--- config.mk ---
export PLATFORM = sky130hd
export DESIGN_NAME = traffic_b_request_gen
export DESIGN_NICKNAME = d
export VERILOG_FILES = /design/src/rtl/traffic_b_request_gen.sv
export SDC_FILE = /design/constraint.sdc
export NUM_CORES = 1
export LEC_CHECK = 0
export ABC_CLOCK_PERIOD_IN_PS = 3800
export BUFFER_PORTS_ARGS = -buffer_cell sky130_fd_sc_hd__buf_2
export CORE_MARGIN = 3
export CORE_UTILIZATION = 54
export CTS_CLUSTER_DIAMETER = 150
export CTS_CLUSTER_SIZE = 10
export DETAILED_ROUTE_END_ITERATION = 10
export GPL_TIMING_DRIVEN = 0
export PLACE_DENSITY_LB_ADDON = 0.25
export SLEW_MARGIN = 40
export SYNTH_ARGS = -nofsm -noshare
export SYNTH_HDL_FRONTEND = slang
export SYNTH_SLANG_ARGS = --single-unit
--- constraint.sdc ---
create_clock -name clk -period 3.8 [get_ports clk]
set_input_delay 0.76 -clock clk [delete_from_list [all_inputs] [get_ports clk]]
set_output_delay 0.76 -clock clk [all_outputs]
set_load 0.005 [all_outputs]
--- src/rtl/traffic_b_request_gen.sv ---
// traffic_b_request_gen: lane-B vehicle-detect front end.
// Synchronises and debounces the loop sensor and holds the traffic_B request
// until lane B is served. It also counts arrivals and flags illegal lane-B
// light combinations.
// Optional feature macro: TRAFFIC_REQ_STUCK_EN. When it is defined, a sensor
// that reports presence for STUCK_CYCLES cycles is flagged and the request is
// dropped.
module traffic_b_request_gen #(
    parameter int SYNC_STAGES     = 2,
    parameter int DEBOUNCE_CYCLES = 4,
    parameter int CNT_W           = 8,
    parameter int STUCK_CYCLES    = 200
) (
    input  logic             clk,
    input  logic             rstn,
    input  logic             loop_sensor_raw,
    input  logic             red_light_B,
    input  logic             amber_light_B,
    input  logic             green_light_B,
    output logic             traffic_B,
    output logic             presence,
    output logic [CNT_W-1:0] detect_count,
    output logic             lights_err,
    output logic             sensor_stuck
);

    localparam int DB_W = $clog2(DEBOUNCE_CYCLES + 1);
    localparam logic [DB_W-1:0] DB_LAST = DB_W'(DEBOUNCE_CYCLES - 1);

    localparam logic [1:0] IDLE  = 2'd0;
    localparam logic [1:0] REQ   = 2'd1;
    localparam logic [1:0] SERVE = 2'd2;

    if (SYNC_STAGES < 2 || DEBOUNCE_CYCLES < 1 || CNT_W < 1 || STUCK_CYCLES < 1) begin : g_bad_params
        $error("traffic_b_request_gen: illegal parameter value");
    end

    logic [SYNC_STAGES-1:0] sync_q;
    logic                   synced;
    logic [DB_W-1:0]        db_cnt;
    logic                   db_flip;
    logic                   arrival;
    logic [1:0]             lit_sum;
    logic [1:0]             state;
    logic [1:0]             next_state;
    logic                   force_idle;

    assign synced  = sync_q[SYNC_STAGES-1];
    assign db_flip = (synced != presence) && (db_cnt == DB_LAST);
    assign arrival = db_flip && !presence;
    assign lit_sum = 2'(red_light_B) + 2'(amber_light_B) + 2'(green_light_B);

    // Shift the asynchronous sensor through the synchroniser chain
    always_ff @(posedge clk or negedge rstn) begin
        if (!rstn) sync_q <= '0;
        else       sync_q <= {sync_q[SYNC_STAGES-2:0], loop_sensor_raw};
    end

    // Change the debounced level only after DEBOUNCE_CYCLES disagreeing samples in a row
    always_ff @(posedge clk or negedge rstn) begin
        if (!rstn) begin
            db_cnt   <= '0;
            presence <= 1'b0;
        end else if (synced == presence) begin
            db_cnt <= '0;
        end else if (db_flip) begin
            db_cnt   <= '0;
            presence <= ~presence;
        end else begin
            db_cnt <= db_cnt + DB_W'(1);
        end
    end

    // Saturating count of debounced vehicle arrivals
    always_ff @(posedge clk or negedge rstn) begin
        if (!rstn)
            detect_count <= '0;
        else if (arrival && (detect_count != {CNT_W{1'b1}}))
            detect_count <= detect_count + CNT_W'(1);
    end

    // Sticky flag for more than one lane-B light lit at once (all-dark is legal)
    always_ff @(posedge clk or negedge rstn) begin
        if (!rstn)                lights_err <= 1'b0;
        else if (lit_sum > 2'd1)  lights_err <= 1'b1;
    end

`ifdef TRAFFIC_REQ_STUCK_EN
    localparam int ST_W = $clog2(STUCK_CYCLES + 1);
    localparam logic [ST_W-1:0] ST_LAST = ST_W'(STUCK_CYCLES - 1);

    logic [ST_W-1:0] stuck_cnt;
    logic            stuck_hit;

    assign stuck_hit  = presence && !sensor_stuck && (stuck_cnt == ST_LAST);
    assign force_idle = sensor_stuck || stuck_hit;

    // Time continuous presence; flag the sensor as stuck once the limit is hit
    always_ff @(posedge clk or negedge rstn) begin
        if (!rstn) begin
            stuck_cnt    <= '0;
            sensor_stuck <= 1'b0;
        end else if (!presence) begin
            stuck_cnt    <= '0;
            sensor_stuck <= 1'b0;
        end else if (stuck_hit) begin
            sensor_stuck <= 1'b1;
        end else if (!sensor_stuck) begin
            stuck_cnt <= stuck_cnt + ST_W'(1);
        end
    end
`else
    assign force_idle   = 1'b0;
    assign sensor_stuck = 1'b0;
`endif

    // Request/grant next-state decision; demand stays latched until lane B is served
    always_comb begin
        next_state = state;
        case (state)
            IDLE: begin
                if (presence) next_state = green_light_B ? SERVE : REQ;
            end
            REQ: begin
                if (green_light_B) next_state = SERVE;
            end
            SERVE: begin
                if (!green_light_B) next_state = presence ? REQ : IDLE;
            end
            default: next_state = IDLE;
        endcase
        if (force_idle) next_state = IDLE;
    end

    // Register the state and derive traffic_B from the state being entered
    always_ff @(posedge clk or negedge rstn) begin
        if (!rstn) begin
            state     <= IDLE;
            traffic_B <= 1'b0;
        end else begin
            state     <= next_state;
            traffic_B <= (next_state == REQ) || ((next_state == SERVE) && presence);
        end
    end

endmodule
## Word level (Yosys, flattened, before mapping)

Cells that the tools add are included.

- Add/subtract/negate cells: 4
- Magnitude comparators: 1
- Eq/ne operators: 8
- Muxes and demuxes: 8
- Bitwise operators: 2
- Reductions and logical operators: 8

Operators with widths:

| operator | number |
|---|---|
| 8-bit by 1-bit adder with 8-bit output (second input constant) | 1 |
| 2-bit two-way mux | 4 |
| 8-bit != test (second input constant) | 1 |
| 3-bit two-way mux | 2 |
| 2-bit case mux with 3 select lines | 1 |
| 2-bit by 1-bit equality test with 1-bit output (second input constant) | 2 |
| 2-bit equality test (second input constant) | 2 |
| 1-bit logical AND | 4 |
| 3-bit by 1-bit adder with 3-bit output (second input constant) | 1 |
| 3-bit by 2-bit equality test with 1-bit output (second input constant) | 1 |
| 1-bit by 1-bit adder with 2-bit output | 1 |
| 2-bit by 1-bit adder with 2-bit output | 1 |
| 2-bit by 1-bit greater-than comparator with 1-bit output (second input constant) | 1 |
| 2-bit logical NOT | 1 |
| 1-bit NOT | 2 |
| 2-bit AND reduction | 1 |
| 1-bit equality test | 1 |
| 1-bit logical NOT | 1 |
| 1-bit logical OR | 1 |
| 1-bit two-way mux | 1 |
| 1-bit != test | 1 |

- Bits in registers: 18
- Input bits: 6
- Output and inout port bits: 12
- Logic and storage cells: 38

## Logic depth before layout (Yosys ltp)

- Depth in word-level cells: 6
- Gate-level depth with buffers: 5
- Mapped depth without buffers: 5

## Worst setup path after synthesis

No wires, ideal clock.

- Path kind: reg2reg
- Start point: register detect_count[0]
- End point: register detect_count[1]
- Setup time: 0.125 ns
- Arrival time: 1.334 ns
- Data required time: 3.675 ns
- Slack: 2.341 ns
- Stages on the path, launching flop included: 5
- Path buffers: 0
- Period minus slack after synthesis: 1.459 ns
- Cell sequence: dfrtp_1 -> ha_1 -> and3_1 -> a21oi_4 -> mux2_2

- Cells in the longest elaborated chain, start to end: 2
- Elaborated cells on any way between the ends: 3
- Those cells by class: add/sub (1); eq/ne (1); reduce/logical (1)

RTL lines:

| what | RTL line | RTL |
|---|---|---|
| start, declared | 22 | `output logic [CNT_W-1:0] detect_count,` |
| start signal, assigned | 79 | `detect_count <= detect_count + CNT_W'(1);` |
| parallel branches: the longest is 2 deep, another holds 8-bit by 1-bit adder with 8-bit output | - |  |

Parallel ways; which one is timed is not known.
A chain may end at the register's enable or synchronous reset.

## Worst setup path in the final report

- Start point: register presence
- End point: output port presence

RTL lines:

| what | RTL line | RTL |
|---|---|---|
| start, declared | 21 | `output logic presence,` |
| start signal, assigned | 68 | `presence <= ~presence;` |

No word-level cell between the ends.

==> metrics.yaml <==
ys_warn_count: 0
arrival_ns: 0.91
r2r_start: "detect_count[0]$_DFFE_PN0P_"
cpPeakStageDelay_ns: 0.46
vias: 515
hold_buffers: 0
cpMaxStageDelayCell: "dfrtp_1"
worstSetupPathType: "reg2out"
synth_top_area_cell: "dfrtp_1"
hpwl_microns: 926
cp_num_buf_inv: 1
grt_pass1_wl_microns: 2100
syn_to_final_growth_pct: 17.0
globalplace.congestion: 0.706
fin_total_pwr_uw: 502
post-synth-top-area-fraction_pct: 56.7
numCtsBuffers: 3
p_leak_uw: 0.000450
cap_violations: 0
intPower_uw: 355
hold_violations: 0
worstPathCellList: "buf_2"
synthesis.instances: 62
finalSetupTns_ns: 0
cts_buffer_depth: 2
overflow: 0
dp.cells: 93
swShare_pct: 29.4
initial_core_util_pct: 59.6
synth_area_leaders: "dfrtp_1, mux2_2, xnor2_1"
r2r_end: "detect_count[6]$_DFFE_PN0P_"
critPathLaunchType: "register"
cts.htree.levels: 1
slew_viol_final: 0
setup_viol: 0
syn-cell-area_sq_um: 795
reg2reg_depth: 5
ios: 18
totalWireLength_microns: 1230
grt_max_degree: 19
tritoncts: "built"
core_sq_um: 1330
fin_worst_skew_ns: 0.00503
worstHoldStart: "sync_q[0]$_DFF_PN0_"
seqPwrFrac_pct: 54.2
holdPathEnd: "sync_q[1]$_DFF_PN0_"
status: "completed"
syn_nets: 71
irDropWorstVdd_mv: 0.315
ys_seq_area_share_pct: 56.7
p_per_area_nw_per_um2: 540
fp.dieW_microns: 44.4
crit_path_end_kind: "output port"
drc: 0
drive_gt1_share_pct: 35.4
fin_cells: 97
dieArea_sq_um: 1970
wl_per_cell_microns: 12.7
cp_max_fo: 7
syn_avg_cell_area_sq_um: 12.8
post-route-util_pct: 69.7
p_switching_uw: 147
ys_types: 25
clk_latency_ns: 0.30
grtUsageTotal_pct: 15.5
rsz0062_at_grt: "false"
hold_path.class: "reg2reg"
hold-path-cell-count: 0
power.share.clock_pct: 23.5
ant_nets: 0
crit_family: "flip-flops"
cts.sinks: 18
period_minus_slack_ns: 1.67
power_frac_comb_pct: 22.3
fmax_ghz: 0.600
drt_iter0_drc: 11
cts_resized: 0
antenna_found_initial: 0
reg2reg_slack_ns: 2.24
die_h_microns: 44.4
cts-root-buf: "clkbuf_4"
clk_pin_slew_ns: 0.10
antenna_cells: 0
postCtsSetupBuffers: 0
viasPerCell: 5.31
fin_crit_sh_pct: 43.8
std_cell_rows: 13
cp.required_ns: 3.04
grt_pass1_vias: 493
fin_nets: 92
ys_ff_latch: 18
drt_pass1_iterations: 4
io_buffer_count: 16
## synthesized netlist by cell type, drive strengths merged
cell     number
nor2          2
nand4bb       1
xnor2         5
mux2i         1
nand4         1
nor3          3
and3          2
nand2b        2
mux2          4
a211o         1
buf           1
nand3         2
dfrtp        18
inv           2
ha            3
nor3b         1
conb          1
xor2          1
a21oi         3
a211oi        1
and4          1
nor2b         2
nand2         4
## kinds of logic (layout without fill, tap and decap cells)
group,Yosys count,after routing,share of synthesized area [%]
xor+xnor,6,6,6.61
compound gates,5,5,5.36
fa+ha+maj,3,3,4.72
flops,18,18,56.7
other cells,1,1,0.472
buf+inv,3,23,1.89
mux,5,5,6.93
simple gates,21,21,17.3
## sequential cells by signal, indices dropped and copies added, names as in the netlist
signal        cells
traffic_B         1
state             2
sync_q            2
detect_count      8
db_cnt            3
lights_err        1
presence          1
## worst max-delay path by stage
stage,startpoint,endpoint,slack [ns],cells after the start
6_report,presence$_DFFE_PN0P_,presence,2.13,1
5_1_grt,presence$_DFFE_PN0P_,presence,2.07,1
4_1_cts,presence$_DFFE_PN0P_,presence,2.11,1
3_5_place_dp,green_light_B,lights_err$_DFFE_PN0N_,2.23,3
3_3_place_gp,detect_count[0]$_DFFE_PN0P_,detect_count[1]$_DFFE_PN0P_,2.29,4
2_1_floorplan,detect_count[0]$_DFFE_PN0P_,detect_count[1]$_DFFE_PN0P_,2.34,4
## metal layers
metal  routed length (microns)  share of wire, %  track usage [%]
met3                        82               6.7             7.32
met1                       558                45             19.8
met4                        12              0.98             5.42
met2                       575                47             23.0
met5                         0                 0                0
## per-stage QoR
stage | area, sq um | worst slack, ns | hold WS, ns
after global placement | 893 | 2.29 | 0.331
after global routing | 930 | 2.07 | 0.381
after detailed placement | 893 | 2.23 | 0.340
final | 930 | 2.13 | 0.359
after CTS | 930 | 2.11 | 0.363
after floorplan | 795 | 2.34 | 0.331
## cells in the final DEF, fill, tap and decap left out, types with 3 or more instances in the layout
cell type  instances
buf_2             16
xnor2_1            5
nand2_1            4
mux2_2             4
ha_1               3
dfrtp_1           18
clkbuf_4           3
nor3_1             3
## power by group through the flow
stage	Clock [uW]	Combinational [uW]	Sequential (uW)
after floorplan	0	71.1	272
after global placement	0	109	274
after detailed placement	0	115	275
after CTS	121	114	272
after global routing	129	129	279
final	118	112	272
## cell type report
class | count | area (sq um)
Fill cell | 113 | 404
Timing Repair Buffer | 16 | 80.1
Multi-Input combinational cell | 41 | 329
Sequential cell | 18 | 450
Buffer | 1 | 7.51
Clock buffer | 4 | 36.3
Tap cell | 15 | 18.8
Inverter | 2 | 7.51
No activity file was read; power rests on OpenSTA's default activity.
